==> config.mk <==
export PLATFORM = sky130hd
export DESIGN_NAME = seg_scan_driver_flat
export DESIGN_NICKNAME = d
export VERILOG_FILES = /design/src/rtl/seg_scan_if.sv /design/src/rtl/seg_scan_driver.sv /design/src/flat_wrapper.sv
export SDC_FILE = /design/constraint.sdc
export NUM_CORES = 1
export LEC_CHECK = 0
export BUFFER_PORTS_ARGS = -buffer_cell sky130_fd_sc_hd__clkbuf_2
export CAP_MARGIN = 20
export CORE_MARGIN = 2
export CORE_UTILIZATION = 40
export DETAILED_ROUTE_END_ITERATION = 8
export MAX_ROUTING_LAYER = met4
export PLACE_DENSITY_LB_ADDON = 0.2
export SYNTH_ARGS = -nofsm -noshare
export SYNTH_HDL_FRONTEND = slang
export SYNTH_SLANG_ARGS = --single-unit
==> constraint.sdc <==
create_clock -name clk -period 5.25 [get_ports clk]
set_input_delay 0 -clock clk [delete_from_list [all_inputs] [get_ports clk]]
set_output_delay 0 -clock clk [all_outputs]
set_load 0.01 [all_outputs]
==> src/rtl/seg_scan_if.sv <==
// Time/control inputs and multiplexed 7-segment drive
// for the six-digit hh.mm.ss scanner.
interface seg_scan_if;
    logic [23:0] time_bcd;
    logic        blank;
    logic        dp_en;
    logic [6:0]  seg;
    logic        dp;
    logic [5:0]  an;

    modport master (
        output time_bcd, blank, dp_en,
        input  seg, dp, an
    );

    modport slave (
        input  time_bcd, blank, dp_en,
        output seg, dp, an
    );
endinterface

==> src/rtl/seg_scan_driver.sv <==
// Six-digit multiplexed 7-segment scanner for an hh.mm.ss clock,
// with per-frame snapshot, anti-ghost gap and leading-zero blanking.
module seg_scan_driver #(
    parameter int SCAN_DIV       = 50000,
    parameter bit SEG_ACTIVE_LOW = 1'b1,
    parameter bit AN_ACTIVE_LOW  = 1'b1,
    parameter bit LZB            = 1'b1
) (
    input  logic      clk,
    input  logic      rst,
    seg_scan_if.slave bus
);
    localparam int PW = (SCAN_DIV > 1) ? $clog2(SCAN_DIV) : 1;
    localparam logic [PW-1:0] LAST = PW'(SCAN_DIV - 1);

    localparam logic [6:0] SEG_OFF = SEG_ACTIVE_LOW ? 7'h7F : 7'h00;
    localparam logic       DP_OFF  = SEG_ACTIVE_LOW;
    localparam logic [5:0] AN_OFF  = AN_ACTIVE_LOW ? 6'h3F : 6'h00;

    logic [PW-1:0] p, p_nxt;
    logic [2:0]    i, i_nxt;
    logic [23:0]   snap, snap_nxt;
    logic          fresh;
    logic          load;
    logic [3:0]    nib;
    logic [6:0]    code;
    logic          dark;
    logic [6:0]    seg_act;
    logic [5:0]    an_act;
    logic          dp_act;

    always_comb begin
        p_nxt = (p == LAST) ? '0 : p + 1'b1;
        i_nxt = i;
        if (p == LAST) i_nxt = (i == 3'd5) ? 3'd0 : i + 3'd1;
    end

    // The first edge out of reset also starts a frame.
    assign load     = fresh || (p_nxt == '0 && i_nxt == 3'd0);
    assign snap_nxt = load ? bus.time_bcd : snap;

    always_comb begin
        nib = 4'h0;
        unique case (i_nxt)
            3'd0: nib = snap_nxt[3:0];
            3'd1: nib = snap_nxt[7:4];
            3'd2: nib = snap_nxt[11:8];
            3'd3: nib = snap_nxt[15:12];
            3'd4: nib = snap_nxt[19:16];
            3'd5: nib = snap_nxt[23:20];
            default: nib = 4'h0;
        endcase
    end

    always_comb begin
        unique case (nib)
            4'd0: code = 7'h3F;
            4'd1: code = 7'h06;
            4'd2: code = 7'h5B;
            4'd3: code = 7'h4F;
            4'd4: code = 7'h66;
            4'd5: code = 7'h6D;
            4'd6: code = 7'h7D;
            4'd7: code = 7'h07;
            4'd8: code = 7'h7F;
            4'd9: code = 7'h6F;
            default: code = 7'h40;
        endcase
    end

    assign dark = (p_nxt == LAST) || bus.blank ||
                  (LZB && i_nxt == 3'd5 && snap_nxt[23:20] == 4'h0);

    assign seg_act = dark ? 7'h00 : code;
    assign an_act  = dark ? 6'h00 : (6'd1 << i_nxt);
    assign dp_act  = !dark && bus.dp_en &&
                     (i_nxt == 3'd2 || i_nxt == 3'd4);

    always_ff @(posedge clk or posedge rst) begin
        if (rst) begin
            p      <= '0;
            i      <= 3'd0;
            snap   <= 24'h0;
            fresh  <= 1'b1;
            bus.seg <= SEG_OFF;
            bus.dp  <= DP_OFF;
            bus.an  <= AN_OFF;
        end else begin
            p      <= p_nxt;
            i      <= i_nxt;
            snap   <= snap_nxt;
            fresh  <= 1'b0;
            bus.seg <= SEG_ACTIVE_LOW ? ~seg_act : seg_act;
            bus.dp  <= SEG_ACTIVE_LOW ? ~dp_act : dp_act;
            bus.an  <= AN_ACTIVE_LOW ? ~an_act : an_act;
        end
    end
endmodule

==> src/flat_wrapper.sv <==
// flat-port wrapper written by rule: the top's interface ports become plain ports
module seg_scan_driver_flat 
#(
    parameter int SCAN_DIV       = 50000,
    parameter bit SEG_ACTIVE_LOW = 1'b1,
    parameter bit AN_ACTIVE_LOW  = 1'b1,
    parameter bit LZB            = 1'b1
)
  (clk, rst, bus_time_bcd, bus_blank, bus_dp_en, bus_seg, bus_dp, bus_an);
  seg_scan_if bus_i ();
  input  logic clk;
  input  logic rst;
  input wire logic [$bits(bus_i.time_bcd)-1:0] bus_time_bcd;
  input wire logic [$bits(bus_i.blank)-1:0] bus_blank;
  input wire logic [$bits(bus_i.dp_en)-1:0] bus_dp_en;
  output wire logic [$bits(bus_i.seg)-1:0] bus_seg;
  output wire logic [$bits(bus_i.dp)-1:0] bus_dp;
  output wire logic [$bits(bus_i.an)-1:0] bus_an;
  assign bus_i.time_bcd = bus_time_bcd;
  assign bus_i.blank = bus_blank;
  assign bus_i.dp_en = bus_dp_en;
  assign bus_seg = bus_i.seg;
  assign bus_dp = bus_i.dp;
  assign bus_an = bus_i.an;
  seg_scan_driver #(.SCAN_DIV(SCAN_DIV), .SEG_ACTIVE_LOW(SEG_ACTIVE_LOW), .AN_ACTIVE_LOW(AN_ACTIVE_LOW), .LZB(LZB)) u_core (.clk(clk), .rst(rst), .bus(bus_i));
endmodule
==> impl_results.rst, run 1 <==
.. list-table::
   :header-rows: 1

   * - Metric
     - Value
   * - Wire length of the first global-routing pass
     - 12600 um
   * - Async SR Flop Fraction
     - 1.00
   * - Number of synthesized register bits
     - 58
   * - Worst-case clock skew
     - 0.0100 ns
   * - Synthesized netlist net count
     - 353
   * - Post-synth top area share
     - 0.324
   * - Antenna violations before repair
     - 0
   * - Post-CTS setup buffer count
     - 0
   * - TNS Setup
     - 0 ns
   * - Final Hold Fails
     - 0
   * - Max rail drop VDD
     - 0.149 mV
   * - Remaining global-route overflow
     - 0
   * - Unique masters post-synth
     - 66
   * - Core box area
     - 8130 um2
   * - RR Startpoint
     - u_core.p[7]
   * - Number of rows created at floorplan
     - 33
   * - Category of the worst setup path capture point
     - flip-flop
   * - Cell internal pwr
     - 756 uW
   * - First-pass iteration count of the detailed router
     - 5
   * - Post-detailed-route DRC marker count
     - 0
   * - Post-DR vias/cell
     - 5.32
   * - Category of the critical setup timing path
     - reg -> reg
   * - Number of nets in the finished design
     - 421
   * - Sequential power share
     - 0.485
   * - Cts bufs inserted
     - 9
   * - Port bufs
     - 41
   * - Biggest area consumer among synthesized cells
     - dfrtp_1
   * - Portion of the clock cycle consumed by the worst path in the final layout
     - 0.792
   * - Commonest cells in the synthesized netlist
     - 43 x dfrtp_1, 29 x nand2_1, 25 x nor2_1
   * - Detailed router's first-iteration violation count
     - 127
   * - Net switching fraction of the power
     - 0.249
   * - Max-slew headroom
     - 0.510
   * - Die span in y
     - 95.1 um
   * - Full die area
     - 9040 um2
   * - Root Buffer Master
     - clkbuf_8
   * - Final hold slack
     - 0.378 ns
   * - Routed Wire Length
     - 7530 um
   * - Proportion of layout cells with a drive suffix above 1
     - 0.290
   * - P_leak
     - 0.00174 uW
   * - Worst setup startpoint
     - u_core.p[7]
   * - Share of total power in the clock network
     - 0.392
   * - Antenna Nets Post-Route
     - 0
   * - Worst setup SP type
     - flip-flop
   * - Required time reported for the critical path endpoint
     - 5.49 ns
   * - Fillers
     - 735
   * - Hold crit path type
     - in -> async
   * - Data arrival, critical path
     - 4.40 ns
   * - Relative contribution of combinational cells to total power
     - 0.124
   * - Worst-path maximum fanout
     - 30
   * - Power density over the cells
     - 248 nW/um2
   * - ANT cells
     - 0
   * - Most frequent cell after synthesis
     - dfrtp_1
   * - Average wire per standard cell
     - 15.2 um
   * - Switching power total
     - 251 uW
   * - Maximum capacitance violations
     - 0
   * - Largest net degree at the start of global routing
     - 59
   * - Post-cts repair resize count
     - 0
   * - Most area-consuming cells after synthesis
     - dfrtp_1 32%, dfstp_2 12%, mux2_2 7.1%
   * - Maximum buffer depth of the clock tree
     - 2
   * - Width of the die
     - 95.1 um
   * - Number of pins exceeding their max-slew limit in the final report
     - 0
   * - Starting Density
     - 0.408
   * - Worst-margin pin slew
     - 0.735 ns
   * - # IOs
     - 42
   * - Mean post-synth cell area
     - 10.5 um2
   * - Commonest register cell after synthesis
     - dfrtp_1
   * - Setup repair after global routing missed its margin
     - no
   * - Yosys Warn Count
     - 0
   * - Area Overhead vs Synth
     - 22.4%
   * - Number of hold buffers added after CTS
     - 27
   * - Share of the yosys chip area belonging to registers
     - 0.443
   * - Final Setup Violations
     - 0
   * - CTS tree
     - built
   * - Worst-path clk slew
     - 0.07 ns
   * - Status
     - finished, final reports clean
   * - Fmax achieved
     - 240 MHz
   * - Number of global-route vias before repair
     - 2614
   * - Vias post-DR
     - 2633
   * - Half-perimeter wire length after placement
     - 5250 um
   * - Cell area after technology mapping
     - 3320 um2
   * - EDFF count, synth
     - 0
   * - Latest clock arrival within the worst-skew pair
     - 0.35 ns
   * - Number of standard cells after synthesis
     - 317
   * - Post-layout min period
     - 4.16 ns
   * - Total global-route track usage
     - 0.190
   * - H-tree levels
     - 3
   * - Clk sinks
     - 58
   * - Last weighted congestion value of the routability-driven placer
     - 0.860
logic make-up after synthesis:
family	synth area share
and+or+nand+nor	0.186
muxes	0.109
AOI/OAI and AO/OA	0.149
other	0.00113
xor gates and xnor gates	0.0449
DFF	0.443
buffers and inverters	0.0362
adders and majority gates	0.0302
final timing paths:
check,depth (start not counted),slack (ns),to
worst max-delay path,15,1.09,u_core.bus.seg[5]
worst min-delay path,4,0.38,u_core.p[15]
worst max register to register,15,1.09,u_core.bus.seg[5]
worst min register to register,2,0.48,u_core.snap[4]
max in group asynchronous,4,4.36,u_core.snap[5]
min in group clk,3,0.38,u_core.bus.dp
registers in the layout, indices dropped and copies added, names as in the netlist:
signal,count
u_core.snap,24
u_core.p,16
u_core.bus.seg,7
u_core.bus.an,6
u_core.i,3
u_core.bus.dp,1
u_core.fresh,1
metal layers:
metal / up-vias / GRT usage / wire length (um)
met1: 1260 / 0.232 / 3310
met4: 0 / 0.0870 / 100
li1: 1291 / - / -
met5: - / - / 0
met2: 74 / 0.299 / 3760
met3: 8 / 0.0443 / 349
power groups by stage:
stage | sequential, uW | clock [uW] | combinational, uW
4_1_cts | 488 | 409 | 126
5_1_grt | 490 | 426 | 141
3_3_place_gp | 495 | 0 | 109
2_1_floorplan | 496 | 0 | 72.4
6_report | 488 | 394 | 125
3_5_place_dp | 496 | 0 | 110
worst max-delay path, cell delays in order, from the launching register on:
cell and delay (ns):
dfrtp_1 0.54, nand4_1 0.32, nor4_1 0.43, nand2_1 0.11
xor2_1 0.18, a31o_1 0.25, a41oi_4 0.34, buf_4 0.41
mux4_2 0.30, nor3_1 0.05, nor4_2 0.34, inv_1 0.16
ha_1 0.22, or2_0 0.21, a21oi_1 0.13, o21ai_0 0.08
placed cells by master (no fill, tap or decap), types with 4 or more instances in the layout:
cell type      Yosys  layout
clkbuf_2           0      41
clkbuf_8           0       9
nand4_1            4       4
nor3_1             7       7
clkinv_2           0       4
and2_1             4       4
nor2_1            25      25
dfrtp_1           43      43
o21ai_1            5       5
ha_1               8       8
a22o_1             7       7
xor2_1             7       7
dlygate4sd3_1      0      27
nand2_1           29      29
dfstp_2           15      15
mux2_2            21      21
nor4_1             5       5
nand3_1            9       9
inv_1             12      11
mux2i_1            6       6
o21ai_0           14      14
a21oi_1            9       9
xnor2_1           10      10
metrics by stage:
step	cells	worst slack [ns]	power [uW]	util	instance area, um2
CTS	495	1.10	1020	0.499	4060
finish	495	1.09	1010	0.499	4060
floorplan	317	1.47	569	-	3320
detailed placement	452	1.13	606	0.443	3610
global placement	452	1.20	605	0.443	3610
global route	495	0.647	1060	0.499	4060
final cells by class:
class	count	area, um2	share of cell area
Clock inverter	6	57.6	0.0142
Clock buffer	10	128	0.0314
Multi-Input combinational cell	232	1730	0.425
Timing Repair Buffer	71	498	0.123
Inverter	13	48.8	0.0120
Sequential cell	58	1470	0.362
Tap cell	105	131	0.0323
Power figures use the tool's default switching activity.
==> run 2, diff against run 1 <==
clock period = 4 ns   (was 5.25 ns; I/O delays follow)
==> impl_results.rst, run 2 (same netlist as run 1, synthesis figures left out) <==
.. list-table::
   :header-rows: 1

   * - Metric
     - Value
   * - Delay of the slowest critical-path stage
     - 0.45 ns (-0.09 ns)
   * - Last weighted congestion value of the routability-driven placer
     - 0.858 (-0.20%)
   * - Antenna violations before repair
     - 0 (unchanged)
   * - Core box area
     - 8130 um2 (unchanged)
   * - Number of placed cells counting well taps
     - 467 (+3.3%)
   * - TNS Setup
     - 0 ns (unchanged)
   * - Flip-flop count of the largest register, all copies and words added
     - 24 (unchanged)
   * - Clk sinks
     - 58 (unchanged)
   * - Portion of the clock cycle consumed by the worst path in the final layout
     - 0.945 (+0.152)
   * - Worst-path maximum fanout
     - 6 (-80%)
   * - CTS tree
     - built
   * - Cell-by-cell trace of the critical path
     - nand4_1 -> buf_4 -> nor4_1 -> xor2_1 -> buf_4 -> nor4_4 -> a41oi_4 -> mux2_2 -> a22o_1 -> nor4_2 -> inv_1 -> ha_1 -> or2_0 -> a21oi_1 -> o21ai_0
   * - Starting Density
     - 0.408 (unchanged)
   * - Category of the worst setup path capture point
     - flip-flop
   * - Worst setup SP type
     - flip-flop
   * - Post-detailed-route DRC marker count
     - 0 (unchanged)
   * - Hold path startpoint
     - bus_blank
   * - Post-DR vias/cell
     - 5.37 (+0.95%)
   * - Root Buffer Master
     - clkbuf_8
   * - Latest clock arrival within the worst-skew pair
     - 0.33 ns (-0.02 ns)
   * - Detailed router's first-iteration violation count
     - 128 (+0.79%)
   * - # IOs
     - 42 (unchanged)
   * - Worst-case clock skew
     - 0.00987 ns (-0.000153 ns)
   * - Half-perimeter wire length after placement
     - 5890 um (+12%)
   * - Power density over the cells
     - 319 nW/um2 (+29%)
   * - Final Hold Fails
     - 0 (unchanged)
   * - Max rail drop VDD
     - 0.167 mV (+12%)
   * - First-pass iteration count of the detailed router
     - 5 (unchanged)
   * - ANT cells
     - 0 (unchanged)
   * - Maximum capacitance violations
     - 0 (unchanged)
   * - Remaining global-route overflow
     - 0 (unchanged)
   * - Vias post-DR
     - 2744 (+4.2%)
   * - Data arrival, critical path
     - 4.01 ns (-0.39 ns)
   * - Post-layout min period
     - 3.78 ns (-0.380 ns)
   * - Number of rows created at floorplan
     - 33 (unchanged)
   * - Place WS
     - 0.118 ns (-1.01 ns)
   * - Hold crit path type
     - in -> reg
   * - Final Setup Violations
     - 0 (unchanged)
   * - Full die area
     - 9040 um2 (unchanged)
   * - Register ranked first by flip-flop count
     - u_core.snap
   * - Maximum buffer depth of the clock tree
     - 2 (unchanged)
   * - Antenna Nets Post-Route
     - 0 (unchanged)
   * - Number of nets in the finished design
     - 437 (+3.8%)
   * - Total global-route track usage
     - 0.195 (+0.00520)
   * - Area Overhead vs Synth
     - 27.6%
   * - Master of the slowest instance on the critical path
     - dfrtp_1
   * - Leading registers by flop count
     - u_core.snap (24), u_core.p (16), u_core.bus.seg (7)
   * - Number of global-route vias before repair
     - 2579 (-1.3%)
   * - Average wire per standard cell
     - 15.9 um (+4.4%)
   * - Max-slew headroom
     - 0.650 (+0.140)
   * - RR Startpoint
     - u_core.p[9]
   * - Width of the die
     - 95.1 um (unchanged)
   * - Required time reported for the critical path endpoint
     - 4.24 ns (-1.25 ns)
   * - H-tree levels
     - 3 (unchanged)
   * - Most numerous cell on the critical path
     - buf_4
   * - Worst setup startpoint
     - u_core.p[9]
   * - Largest net degree at the start of global routing
     - 35 (-41%)
   * - Number of pins exceeding their max-slew limit in the final report
     - 0 (unchanged)
   * - Final worst-path setup slack
     - 0.222 ns (-0.870 ns)
   * - Fmax achieved
     - 265 MHz (+10%)
   * - Proportion of layout cells with a drive suffix above 1
     - 0.335 (+0.0452)
   * - Worst-path clk slew
     - 0.07 ns (about the same)
   * - Die span in y
     - 95.1 um (unchanged)
   * - Number of non-filler instances in the completed layout
     - 511 (+3.2%)
   * - P_leak
     - 0.00183 uW (+4.9%)
   * - Wire length of the first global-routing pass
     - 12800 um (+1.6%)
   * - Routed Wire Length
     - 8120 um (+7.8%)
   * - Worst-margin pin slew
     - 0.524 ns (-0.210 ns)
   * - Cts bufs inserted
     - 9 (unchanged)
   * - Final hold slack
     - 0.0561 ns (-0.322 ns)
   * - Status
     - finished, final reports clean
   * - Port bufs
     - 41 (unchanged)
   * - Most frequent standard cell in the layout excluding fill and tap cells
     - dfrtp_1
   * - Top library cells by usage in the layout, fill and taps aside
     - 42 x dfrtp_1, 41 x clkbuf_2, 29 x nand2_1
   * - Category of the critical setup timing path
     - reg -> reg
==> run 2: cell types whose count changed in the layout (fill, tap and decap cells not counted), moves of 2 or more <==
cell / delta
nor4_1: -2
buf_4: +15
nor4_2: +2
nand3_1: -2
nand3_2: +2
clkinv_2: -3
==> run 2: where the power goes <==
part | switching [uW] | internal (uW) | total [uW]
Sequential | 15.8 | 626 | 641
Combinational | 82.4 | 86.1 | 169
Clock | 234 | 305 | 539
Total | 332 | 1020 | 1350
==> run 2: final cells by class <==
cell class	count	area (um2)
Tap cell	105	131
Clock buffer	12	145
Sequential cell	58	1470
Multi-Input combinational cell	232	1760
Fill cell	715	3900
Clock inverter	4	51.3
Inverter	13	48.8
Timing Repair Buffer	87	627
==> run 2: repair_timing <==
item | 4_1_cts | 5_1_grt
hold buffers | 26 | 0
gates resized for setup | 0 | 10
endpoints found under the setup margin | 0 | 7
buffers inserted | 0 | 2
hold endpoints to repair | 41 | 0
==> run 2: layer usage <==
| layer | up-vias | wire (um) | track usage |
|---|---|---|---|
| li1 | 1319 | - | - |
| met1 | 1353 | 3610 | 0.236 |
| met2 | 62 | 4070 | 0.316 |
| met3 | 10 | 324 | 0.0466 |
| met4 | 0 | 107 | 0.0737 |
| met5 | - | 0 | - |
==> run 2: critical path, delay by kind of cell (launching register included) <==
kind            cells  cell delay (ns)
compound gates      4             0.73
simple gates        5             1.37
xor+xnor            1             0.11
mux                 1             0.34
flops               1             0.45
buf+inv             3             0.50
fa+ha+maj           1             0.20
==> run 2: final timing paths <==
kind	to	cells past startpoint	slack (ns)
worst min register to register	u_core.snap[4]	2	0.49
worst max-delay path	u_core.bus.seg[5]	15	0.22
min in group asynchronous	u_core.snap[12]	3	0.24
worst max register to register	u_core.bus.seg[5]	15	0.22
worst min-delay path	u_core.bus.an[1]	4	0.06
max in group asynchronous	u_core.bus.an[1]	4	2.89
==> run 2: metrics by stage <==
step,power (uW),cell area (um2),utilization
2_1_floorplan,746,3320,-
3_3_place_gp,798,3720,0.457
3_5_place_dp,801,3720,0.457
4_1_cts,1360,4180,0.513
5_1_grt,1420,4230,0.520
6_report,1350,4230,0.520
==> run 3, diff against run 2 <==
CTS_BUF_LIST = sky130_fd_sc_hd__clkbuf_2   (was unset)
==> impl_results.rst, run 3 (same netlist as run 1, synthesis figures left out) <==
.. list-table::
   :header-rows: 1

   * - Metric
     - Value
   * - Detailed router's first-iteration violation count
     - 103 (-20%)
   * - P_leak
     - 0.00179 uW (-1.8%)
   * - Core box area
     - 8130 um2 (unchanged)
   * - Remaining global-route overflow
     - 0 (unchanged)
   * - Largest net degree at the start of global routing
     - 35 (unchanged)
   * - Antenna violations before repair
     - 0 (unchanged)
   * - Final Hold Fails
     - 0 (unchanged)
   * - Data arrival, critical path
     - 4.19 ns (+0.18 ns)
   * - Power density over the cells
     - 284 nW/um2 (-11%)
   * - Port bufs
     - 41 (unchanged)
   * - # IOs
     - 42 (unchanged)
   * - Area Overhead vs Synth
     - 25.0%
   * - Number of global-route vias before repair
     - 2599 (+0.78%)
   * - Leading registers by flop count
     - u_core.snap (24), u_core.p (16), u_core.bus.seg (7)
   * - Setup repair after global routing missed its margin
     - yes
   * - H-tree levels
     - 3 (unchanged)
   * - Number of pins exceeding their max-slew limit in the final report
     - 0 (unchanged)
   * - Met1 global-route usage
     - 0.236 (unchanged)
   * - Maximum capacitance violations
     - 0 (unchanged)
   * - Post-detailed-placement cell area
     - 3720 um2 (unchanged)
   * - Worst-margin pin slew
     - 0.520 ns (-0.00425 ns)
   * - Wire length of the first global-routing pass
     - 12900 um (+0.27%)
   * - Width of the die
     - 95.1 um (unchanged)
   * - Latest clock arrival within the worst-skew pair
     - 0.48 ns (+0.15 ns)
   * - Register ranked first by flip-flop count
     - u_core.snap
   * - Die span in y
     - 95.1 um (unchanged)
   * - Final hold slack
     - 0.0737 ns (+0.0176 ns)
   * - Starting Density
     - 0.408 (unchanged)
   * - Post-detailed-route DRC marker count
     - 0 (unchanged)
   * - Number of placed cells counting well taps
     - 467 (unchanged)
   * - Top library cells by usage in the layout, fill and taps aside
     - 52 x clkbuf_2, 39 x dfrtp_1, 29 x nand2_1
   * - Worst setup SP type
     - flip-flop
   * - Status
     - finished, final reports clean
   * - Number of rows created at floorplan
     - 33 (unchanged)
   * - Maximum buffer depth of the clock tree
     - 2 (unchanged)
   * - Post-layout min period
     - 3.78 ns (+0.000418 ns)
   * - Post-DR vias/cell
     - 5.40 (+0.47%)
   * - Antenna Nets Post-Route
     - 0 (unchanged)
   * - Proportion of layout cells with a drive suffix above 1
     - 0.342 (+0.00739)
   * - Most frequent standard cell in the layout excluding fill and tap cells
     - clkbuf_2
   * - Routed Wire Length
     - 8110 um (about the same)
   * - CTS tree
     - built
   * - Total non-filler cell area in the finished layout
     - 4150 um2 (-2.0%)
   * - Root Buffer Master
     - clkbuf_2
   * - Fillers
     - 729 (+2.0%)
   * - Layer with the highest usage
     - met2
   * - Average wire per standard cell
     - 15.9 um (about the same)
   * - Required time reported for the critical path endpoint
     - 4.41 ns (+0.17 ns)
   * - Flip-flop count of the largest register, all copies and words added
     - 24 (unchanged)
   * - Portion of the clock cycle consumed by the worst path in the final layout
     - 0.945 (about the same)
   * - Final Setup Violations
     - 0 (unchanged)
   * - Vias post-DR
     - 2757 (+0.47%)
   * - Half-perimeter wire length after placement
     - 5890 um (unchanged)
   * - ANT cells
     - 0 (unchanged)
   * - Worst-case clock skew
     - 0.0290 ns (+0.0191 ns)
   * - Global-route track usage on met2
     - 0.313 (-0.00352)
   * - Last weighted congestion value of the routability-driven placer
     - 0.858 (unchanged)
   * - First-pass iteration count of the detailed router
     - 4 (-1)
   * - Worst-path maximum fanout
     - 7 (+1)
   * - Total global-route track usage
     - 0.198 (+0.00259)
   * - Category of the worst setup path capture point
     - flip-flop
   * - Max rail drop VDD
     - 0.158 mV (-5.5%)
   * - Fmax achieved
     - 265 MHz (about the same)
   * - Met3 Usage GRT
     - 0.0490 (+0.00237)
   * - Category of the critical setup timing path
     - reg -> reg
   * - Worst-path clk slew
     - 0.18 ns (+0.11 ns)
   * - Number of non-filler instances in the completed layout
     - 511 (unchanged)
   * - Hold crit path type
     - in -> async
   * - Full die area
     - 9040 um2 (unchanged)
   * - Max-slew headroom
     - 0.653 (+0.00284)
   * - Number of nets in the finished design
     - 437 (unchanged)
   * - Cts bufs inserted
     - 9 (unchanged)
   * - Clk sinks
     - 58 (unchanged)
-- run 3: cell types whose count changed in the layout (fill, tap and decap cells not counted) --
cell / change
clkbuf_1: -2
buf_6: +1
buf_8: -1
clkinv_1: +1
dlygate4sd3_1: +1
dfrtp_2: +3
dfrtp_1: -3
buf_4: -1
clkbuf_8: -10
clkbuf_2: +11
-- run 3: area by class of cell --
cell class	instances	area [um2]	share of cell area
Clock buffer	11	55.1	0.0133
Clock inverter	5	55.1	0.0133
Inverter	13	48.8	0.0118
Multi-Input combinational cell	232	1760	0.424
Sequential cell	58	1480	0.356
Tap cell	105	131	0.0317
Timing Repair Buffer	87	626	0.151
-- run 3: where the power goes --
group	internal, uW	switching, uW
Combinational	86.5	82.7
Sequential	625	15.7
Clock	148	222
-- run 3: what timing repair did --
item                       CTS  global route
gates resized for setup      0            12
buffers inserted             0             1
setup endpoints to repair    0             7
hold buffers                27             0
hold endpoints to repair    51             0
-- run 3: worst max-delay path, cell delays in order, from the launching register on --
cell and delay (ns):
dfrtp_1 0.49, or4b_4 0.61, nor4_4 0.32, and2_4 0.23, o2bb2ai_4 0.17, a41oi_4 0.23, mux2_2 0.35, a22o_1 0.27
nor4_2 0.28, inv_1 0.14, ha_1 0.21, or2_0 0.21, a21oi_1 0.13, o21ai_0 0.08
-- run 3: final timing paths --
kind	slack, ns	depth (start not counted)	to	from
setup / recovery	0.22	13	u_core.bus.seg[5]	u_core.p[4]
hold / removal	0.07	3	u_core.snap[10]	rst
setup reg to reg	0.22	13	u_core.bus.seg[5]	u_core.p[4]
hold reg to reg	0.51	2	u_core.snap[17]	u_core.snap[17]
max in group asynchronous	3.05	4	u_core.p[2]	rst
min in group clk	0.22	3	u_core.bus.dp	bus_dp_en
-- run 3: per-stage QoR --
step	utilization	setup WS, ns	TNS [ns]	total power, uW
finish	0.510	0.222	0	1180
global route	0.510	-0.0196	-0.0256	1250
CTS	0.504	0.0755	0	1190
detailed placement	0.457	0.118	0	801
global placement	0.457	0.209	0	798
floorplan	-	0.215	0	746
-- run 3: routing by layer --
layer,wire (um),vias up
li1,-,1320
met1,3520,1353
met2,4030,70
met3,384,14
met4,180,0
met5,0,-
